## config.mk

```make
export PLATFORM = sky130hd
export DESIGN_NAME = uart_tx_fifo
export DESIGN_NICKNAME = d
export VERILOG_FILES = /design/src/rtl/uart_pkg.sv /design/src/rtl/uart_fifo.sv /design/src/rtl/uart_tx_fifo.sv
export SDC_FILE = /design/constraint.sdc
export NUM_CORES = 1
export LEC_CHECK = 0
export ABC_AREA = 1
export CORE_MARGIN = 4
export CORE_UTILIZATION = 44
export CTS_CLUSTER_SIZE = 28
export DETAILED_ROUTE_END_ITERATION = 8
export PLACE_DENSITY = 0.69
export SYNTH_ARGS = -nofsm -noshare
export SYNTH_HDL_FRONTEND = slang
export SYNTH_SLANG_ARGS = --single-unit
```

## constraint.sdc

```tcl
create_clock -name clk -period 3.3 [get_ports clk]
set_input_delay 0.66 -clock clk [delete_from_list [all_inputs] [get_ports clk]]
set_output_delay 0.66 -clock clk [all_outputs]
set_load 0.02 [all_outputs]
```

## src/rtl/uart_pkg.sv

```systemverilog
// rtl/uart_pkg.sv - shared types and constants for the UART transmitter
package uart_pkg;

   typedef enum logic [2:0] {
      ST_IDLE,
      ST_START,
      ST_DATA,
      ST_PARITY,
      ST_STOP
   } tx_state_e;

   localparam int PARITY_NONE = 0;
   localparam int PARITY_EVEN = 1;
   localparam int PARITY_ODD  = 2;

endpackage

```

## src/rtl/uart_fifo.sv

```systemverilog
// rtl/uart_fifo.sv - synchronous FIFO with occupancy count and overflow pulse
// A push is judged against the full flag at the start of the cycle, so a pop never makes room for it.
module uart_fifo #(
   parameter int WIDTH = 8,
   parameter int DEPTH = 4
) (
   input  logic                     clk,
   input  logic                     rst_n,
   input  logic                     i_push,
   input  logic [WIDTH-1:0]         i_data,
   input  logic                     i_pop,
   output logic [WIDTH-1:0]         o_data,
   output logic                     o_full,
   output logic                     o_empty,
   output logic                     o_overflow,
   output logic [$clog2(DEPTH):0]   o_count
);
   localparam int AW = $clog2(DEPTH);
   localparam int CW = AW + 1;

   logic [WIDTH-1:0] r_mem [DEPTH];
   logic [AW-1:0]    r_wr_ptr;
   logic [AW-1:0]    r_rd_ptr;
   logic [AW:0]      r_count;
   logic             r_overflow;
   logic             w_do_push;
   logic             w_do_pop;

   assign o_full     = (r_count == CW'(DEPTH));
   assign o_empty    = (r_count == '0);
   assign w_do_push  = i_push && !o_full;
   assign w_do_pop   = i_pop && !o_empty;
   assign o_data     = r_mem[r_rd_ptr];
   assign o_count    = r_count;
   assign o_overflow = r_overflow;

   always_ff @(posedge clk) begin
      if (w_do_push) begin
         r_mem[r_wr_ptr] <= i_data;
      end
   end

   always_ff @(posedge clk or negedge rst_n) begin
      if (!rst_n) begin
         r_wr_ptr   <= '0;
         r_rd_ptr   <= '0;
         r_count    <= '0;
         r_overflow <= 1'b0;
      end else begin
         if (w_do_push) begin
            r_wr_ptr <= r_wr_ptr + AW'(1);
         end
         if (w_do_pop) begin
            r_rd_ptr <= r_rd_ptr + AW'(1);
         end
         case ({w_do_push, w_do_pop})
            2'b10:   r_count <= r_count + CW'(1);
            2'b01:   r_count <= r_count - CW'(1);
            default: r_count <= r_count;
         endcase
         r_overflow <= i_push && o_full;
      end
   end

endmodule

```

## src/rtl/uart_tx_fifo.sv

```systemverilog
// rtl/uart_tx_fifo.sv - UART transmitter with integrated TX FIFO and baud divider
// tx is registered from the current state, so it trails the FSM by one cycle.
module uart_tx_fifo
   import uart_pkg::*;
#(
   parameter int DATA_BITS    = 8,
   parameter int PARITY_MODE  = 0,
   parameter int STOP_BITS    = 1,
   parameter int CLKS_PER_BIT = 16,
   parameter int FIFO_DEPTH   = 4
) (
   input  logic                          clk,
   input  logic                          rst_n,
   input  logic [DATA_BITS-1:0]          din,
   input  logic                          wr_en,
   output logic                          full,
   output logic                          overflow,
   output logic [$clog2(FIFO_DEPTH):0]   fifo_count,
   output logic                          tx,
   output logic                          tx_busy
);
   localparam int BAUD_W = $clog2(CLKS_PER_BIT);

   tx_state_e            r_state;
   tx_state_e            w_next_state;
   logic [BAUD_W-1:0]    r_baud;
   logic [3:0]           r_bit_cnt;
   logic [DATA_BITS-1:0] r_shift;
   logic                 r_parity;
   logic                 r_tx;
   logic                 w_bit_end;
   logic                 w_pop;
   logic                 w_tx_next;
   logic                 w_fifo_empty;
   logic [DATA_BITS-1:0] w_fifo_data;

   uart_fifo #(
      .WIDTH (DATA_BITS),
      .DEPTH (FIFO_DEPTH)
   ) u_fifo (
      .clk        (clk),
      .rst_n      (rst_n),
      .i_push     (wr_en),
      .i_data     (din),
      .i_pop      (w_pop),
      .o_data     (w_fifo_data),
      .o_full     (full),
      .o_empty    (w_fifo_empty),
      .o_overflow (overflow),
      .o_count    (fifo_count)
   );

   assign w_bit_end = (r_baud == BAUD_W'(CLKS_PER_BIT - 1));
   assign tx        = r_tx;
   assign tx_busy   = (r_state != ST_IDLE) || !w_fifo_empty;

   always_ff @(posedge clk or negedge rst_n) begin
      if (!rst_n) begin
         r_state <= ST_IDLE;
      end else begin
         r_state <= w_next_state;
      end
   end

   always_comb begin
      w_next_state = r_state;
      w_pop        = 1'b0;
      w_tx_next    = 1'b1;
      case (r_state)
         ST_IDLE: begin
            if (!w_fifo_empty) begin
               w_pop        = 1'b1;
               w_next_state = ST_START;
            end
         end
         ST_START: begin
            w_tx_next = 1'b0;
            if (w_bit_end) begin
               w_next_state = ST_DATA;
            end
         end
         ST_DATA: begin
            w_tx_next = r_shift[0];
            if (w_bit_end && (r_bit_cnt == 4'(DATA_BITS - 1))) begin
               w_next_state = (PARITY_MODE != PARITY_NONE) ? ST_PARITY : ST_STOP;
            end
         end
         ST_PARITY: begin
            w_tx_next = r_parity;
            if (w_bit_end) begin
               w_next_state = ST_STOP;
            end
         end
         ST_STOP: begin
            // Popping here keeps queued frames contiguous on the line
            if (w_bit_end && (r_bit_cnt == 4'(STOP_BITS - 1))) begin
               if (!w_fifo_empty) begin
                  w_pop        = 1'b1;
                  w_next_state = ST_START;
               end else begin
                  w_next_state = ST_IDLE;
               end
            end
         end
         default: w_next_state = ST_IDLE;
      endcase
   end

   always_ff @(posedge clk or negedge rst_n) begin
      if (!rst_n) begin
         r_baud    <= '0;
         r_bit_cnt <= '0;
         r_shift   <= '0;
         r_parity  <= 1'b0;
         r_tx      <= 1'b1;
      end else begin
         if (w_next_state != r_state) begin
            r_baud    <= '0;
            r_bit_cnt <= '0;
         end else if (r_state != ST_IDLE) begin
            if (w_bit_end) begin
               r_baud    <= '0;
               r_bit_cnt <= r_bit_cnt + 4'd1;
            end else begin
               r_baud <= r_baud + BAUD_W'(1);
            end
         end
         if (w_pop) begin
            r_shift  <= w_fifo_data;
            r_parity <= (PARITY_MODE == PARITY_ODD) ? ~^w_fifo_data : ^w_fifo_data;
         end else if ((r_state == ST_DATA) && w_bit_end) begin
            r_shift <= r_shift >> 1;
         end
         r_tx <= w_tx_next;
      end
   end

endmodule

```

# Word-level counts from Yosys, hierarchy flattened
# Memory sizes are Yosys's and may differ from the RTL's.
# Cells that the tools add are included.
# classes
addsub	6
n_eq_ne	10
muxes	22
reduce_logical	19
# op_table
cell	n
2-to-1 mux 4 bit	6
2-to-1 mux 8 bit	2
2-to-1 mux 3 bit	5
one-hot mux 3 bit (5 select lines)	1
adder 4 x 1 -> 4 bit (second input constant)	2
nonzero test 2 bit	4
parity 8 bit	1
equality test 3 x 2 -> 1 bit (second input constant)	2
equality test 3 bit (second input constant)	2
logical AND 1 bit	6
zero test 3 bit	2
one-hot mux 3 bit (2 select lines)	1
2-to-1 mux 1 bit	5
adder 2 x 1 -> 2 bit (second input constant)	2
equality test 4 x 3 -> 1 bit (second input constant)	1
equality test 4 bit (second input constant)	1
zero test 4 bit	1
adder 3 x 1 -> 3 bit (second input constant)	1
equality test 3 x 1 -> 1 bit (second input constant)	1
inequality test 3 bit	1
one-hot mux 1 bit (3 select lines)	1
nonzero test 3 bit	1
subtractor 3 x 1 -> 3 bit (second input constant)	1
equality test 2 x 1 -> 1 bit (second input constant)	1
other kinds (5)	6
# totals
regBits	29
ram_bits	32
inputBits	11
out_inout_bits	7
wordCells	68
n_memories	1
# memory_table
name	depth	word_bits	read_ports	rd_ports_with_merged_regs	write_ports	line	source
u_fifo.r_mem	4	8	1	0	1	uart_fifo.sv:21	logic [WIDTH-1:0] r_mem [DEPTH];

# Longest topological paths before layout
# logic_depth
depth_word	7
depth_mapped	15

# Cells and area by module
# From an unflattened synthesis, not the netlist that was laid out.
# unflattened
hier_cells	323
area_unflattened_um2	3141.8
# modules_own_cells
module	instances	cells_per_inst	area_per_inst_um2	seq_area_each_um2
uart_fifo	1	157	1791.7	1161.1
uart_tx_fifo	1	166	1350.0	526.8

# Least setup slack after synthesis
# Ideal clock, no wire load.
# synth_timing
kind	flip-flop to flip-flop
start	reg u_fifo.r_count[2] (netlist: u_fifo.o_count[2])
end	reg u_fifo.r_count[2] (netlist: u_fifo.o_count[2])
setup_time_ns	0.131
arrival_time_ns	2.343
t_required_ns	3.169
path_slack_ns	0.827
stages_incl_launch_ff	11
n_path_buf	0
cell_sequence	dfrtp_1 inv_1 nor3_1 inv_1 nand2_1 ha_1 inv_1 fa_1 a21oi_1 o21ai_0 xor2_1
# synth_via
word_cells_on_any_way	15
# synth_lines
element	line	source
from (decl)	uart_fifo.sv:24	logic [AW:0] r_count;
from (signal assigned)	uart_fifo.sv:57	2'b10: r_count <= r_count + CW'(1);
from (signal assigned)	uart_fifo.sv:58	2'b01: r_count <= r_count - CW'(1);
from (signal assigned)	uart_fifo.sv:59	default: r_count <= r_count;
equality test 3 bit (*)	uart_fifo.sv:29	assign o_full = (r_count == CW'(DEPTH));
via full	uart_tx_fifo.sv:16	output logic full,
zero test 1 bit (*)	uart_fifo.sv:31	assign w_do_push = i_push && !o_full;
logical AND 1 bit (*)	uart_fifo.sv:31	
equality test 2 x 1 -> 1 bit / equality test 2 bit (equally long branches)	uart_fifo.sv:56	case ({w_do_push, w_do_pop})
one-hot mux 3 bit (2 select lines) / nonzero test 2 bit (equally long branches)	-	
# The timed path passes the listed nets; every way through them passes the cells marked *.
# A chain may end at the register's enable or synchronous reset.

# Final worst setup path
# layout_timing
start	reg r_state[0]
end	out tx_busy
# layout_via
elab_chain_len	2
# layout_rtl
element	line	source
from (decl)	uart_tx_fifo.sv:24	tx_state_e r_state;
from (signal assigned)	uart_tx_fifo.sv:61	r_state <= w_next_state;
nonzero test 3 bit	uart_tx_fifo.sv:55	assign tx_busy = (r_state != ST_IDLE) || !w_fifo_empty;
logical OR 1 bit	uart_tx_fifo.sv:55	
to (decl)	uart_tx_fifo.sv:20	output logic tx_busy
# Every way passes these cells.

==> flow_summary.ini <==
[worst_setup_path]
arrival_ns = 2.30
path_class = flop to output port
crit_top_cell = inv_1
path_cells = nor2_2 > inv_1 > nor2_2 > inv_1 > nor2_1 > inv_1 > clkdlybuf4s50_1
cp.required_ns = 2.64
path_max_fanout = 8
slowest_stage = clkdlybuf4s50_1
cp-start-kind = flop
endpoint_kind = output port
cpPeakStageDelay_ns = 0.55

[synthesis]
yosysWarnings = 0
seq_area_frac_synth_pct = 56.99
synthMuxAreaShare_pct = 0
synth_top_family_by_area = simple AND/OR/NAND/NOR gates
synthSimpleGateAreaFrac_pct = 23.36
ys_types = 29
synthXorXnorAreaFrac_pct = 2.957
synth_compound_area_share_pct = 5.027
avgSynthCellArea_um2 = 9.402
synth_fa_ha_area_share_pct = 4.056
ys_ff_latch = 61
synthCells = 315
synth_area_um2 = 2962
synthesis.nets = 335

[pwr]
ir_worst_vdd_mv = 0.4017
powerDensity_nw_per_um2 = 625.9
total_leakage_power_nw = 1.557
total_power_w = 0.002144

[timing]
relSlewSlack_pct = 46.81
timing.fmax_mhz = 337.7
drv_slew = 0
hold_viol_final = 0
finalWorstSetupSlack_ns = 0.3390
finalSetupTns_ns = 0
setup_viol = 0
tightest_slew_ns = 0.7950
min_period_over_period_pct = 89.73
rsz0062_at_grt = false
skew_ns = 0.008278
holdWs_ns = 0.4911
post-route-min-period_ns = 2.961

[cells_and_area]
drive_above_1_share_pct = 8.772
n_fill_cell = 563
num-nets-final = 357
final_area_um2 = 3426
area_growth_pct = 15.67
diodes = 0

[floorplan]
row_count = 29
initial_utilization_pct = 45.85
die_area_um2 = 8107
core_um2 = 6459
die_w_um = 90.04
ios = 18
die_h_um = 90.04

[detailed_routing]
firstDrtPassIters = 5
drt_iter0_drc = 92
num_vias = 2070
via_per_inst = 4.940
post-route-drc-count = 0
antenna_left = 0
wirelength_mm = 5.229
wl_per_cell_um = 12.48

[flow_run]
maxCapViolations = 0

[status]
outcome = complete, no violations

[clock_tree]
cts_root_buffer = clkbuf_8
post-cts-setup-buffer-count = 0
insertion_delay_ns = 0.33
cts_made_buffers = 9
hold_buffers = 0
ctsResizeCount = 0
cts_tree = done
cts_sinks = 61
htree_levels = 3
clk_pin_slew_ns = 0.06
clockBufferDepth = 2

[global_route]
grt_usage_pct = 13.73
grt_max_degree = 30
antenna_found_initial = 0
grt_pass1_wl_mm = 9.045
grt-ovfl-total = 0
grt_pass1_vias = 2026

[placement]
gp_congestion = 0.8342
placed_cell_area_um2 = 3179
io_buffer_count = 17
dp_slack_ns = 0.6918
dp_hpwl_mm = 3.659

[hold_path]
min_path_type = flop to flop
## layer usage
layer	track usage (%)	wire (um)	vias to the layer above
li1	-	-	1072
met1	17.03	2436	952
met2	22.53	2527	38
met3	3.088	175	8
met4	6.888	90	0
met5	0	0	-
## power breakdown
| group | total [W] | switching, W | leakage (nW) | internal [W] |
|---|---|---|---|---|
| Sequential | 0.000969 | 0.0000440 | 0.651 | 0.000925 |
| Clock | 0.000805 | 0.000300 | 0.116 | 0.000505 |
| Combinational | 0.000371 | 0.000233 | 0.790 | 0.000138 |
| Total | 0.00214 | 0.000577 | 1.56 | 0.00157 |
## registers in the layout, summed over array words and instances (netlist names)
signal,cells
u_fifo.r_mem,32
r_shift,8
r_baud,4
r_bit_cnt,4
r_state,3
u_fifo.o_count,3
u_fifo.r_rd_ptr,2
u_fifo.r_wr_ptr,2
r_parity,1
tx,1
u_fifo.o_overflow,1
## layout make-up
cell class,instances,area (um^2),area share (%)
inverter,43,161.4,4.711
multi-input combinational,203,1049,30.61
tap,77,96.34,2.812
clock buffer,9,123.9,3.616
sequential,61,1688,49.27
clock inverter,7,122.6,3.579
timing repair buffer,19,185.2,5.405
## through the flow
stage,cells,utilization (%)
5_1_grt,419,53.04
6_report,419,53.04
2_1_floorplan,315,-
4_1_cts,419,53.04
3_3_place_gp,403,49.23
3_5_place_dp,403,49.23
## cells in the mapped netlist, drive strengths merged
| cell | instances | area [um^2] |
|---|---|---|
| xnor2 | 3 | 26.28 |
| o22ai | 1 | 6.260 |
| nand3 | 34 | 175.2 |
| o211ai | 4 | 30.03 |
| fa | 1 | 20.02 |
| dfrtp | 28 | 700.7 |
| edfxtp | 32 | 960.9 |
| or2 | 1 | 6.260 |
| o221ai | 7 | 61.31 |
| nand2 | 100 | 377.9 |
| nor2 | 21 | 96.34 |
| nor3 | 1 | 5.000 |
| buf | 8 | 63.80 |
| a31oi | 1 | 6.260 |
| dfstp | 1 | 26.28 |
| nand4 | 5 | 31.28 |
| a21oi | 2 | 10.01 |
| xor2 | 7 | 61.31 |
| o21ai | 7 | 35.03 |
| ha | 8 | 100.1 |
| inv | 43 | 161.4 |
## worst max-delay path: cells and delay by family (launching register included)
kind                   cells  cell delay, ns
and+or+nand+nor            3            0.60
buffers and inverters      4            0.91
DFF                        1            0.47
## logic make-up (layout without fill, tap and decap cells)
logic type	Yosys count	in the layout
simple gates	162	162
flops	61	61
fa+ha+maj	9	9
buf+inv	51	78
compound gates	22	22
xor+xnor	10	10
## cell usage in the layout (no fill, tap or decap), types with 2 or more instances in the layout
master	instances
edfxtp_1	32
nor2_2	4
inv_2	4
a21oi_1	2
xor2_1	7
nand4_1	5
bufinv_16	3
clkbuf_8	9
inv_1	39
clkdlybuf4s50_1	17
xnor2_1	3
nand2_1	99
ha_1	8
buf_4	2
o221ai_1	7
o21ai_1	2
dfrtp_1	28
nand3_1	33
clkinvlp_4	2
o211ai_1	4
o21ai_0	5
nor2_1	16
## worst paths after layout
path,cells after the start,endpoint,from,slack [ns]
worst max-delay path,7,tx_busy,r_state[0],0.34
worst min-delay path,2,r_parity,r_parity,0.49
worst max register to register,11,u_fifo.o_count[2],r_baud[0],0.67
worst min register to register,2,r_parity,r_parity,0.49
max in group asynchronous,2,tx,rst_n,2.28
min in group asynchronous,2,r_state[2],rst_n,0.71
Note: power is estimated with default switching activity, not from simulation.
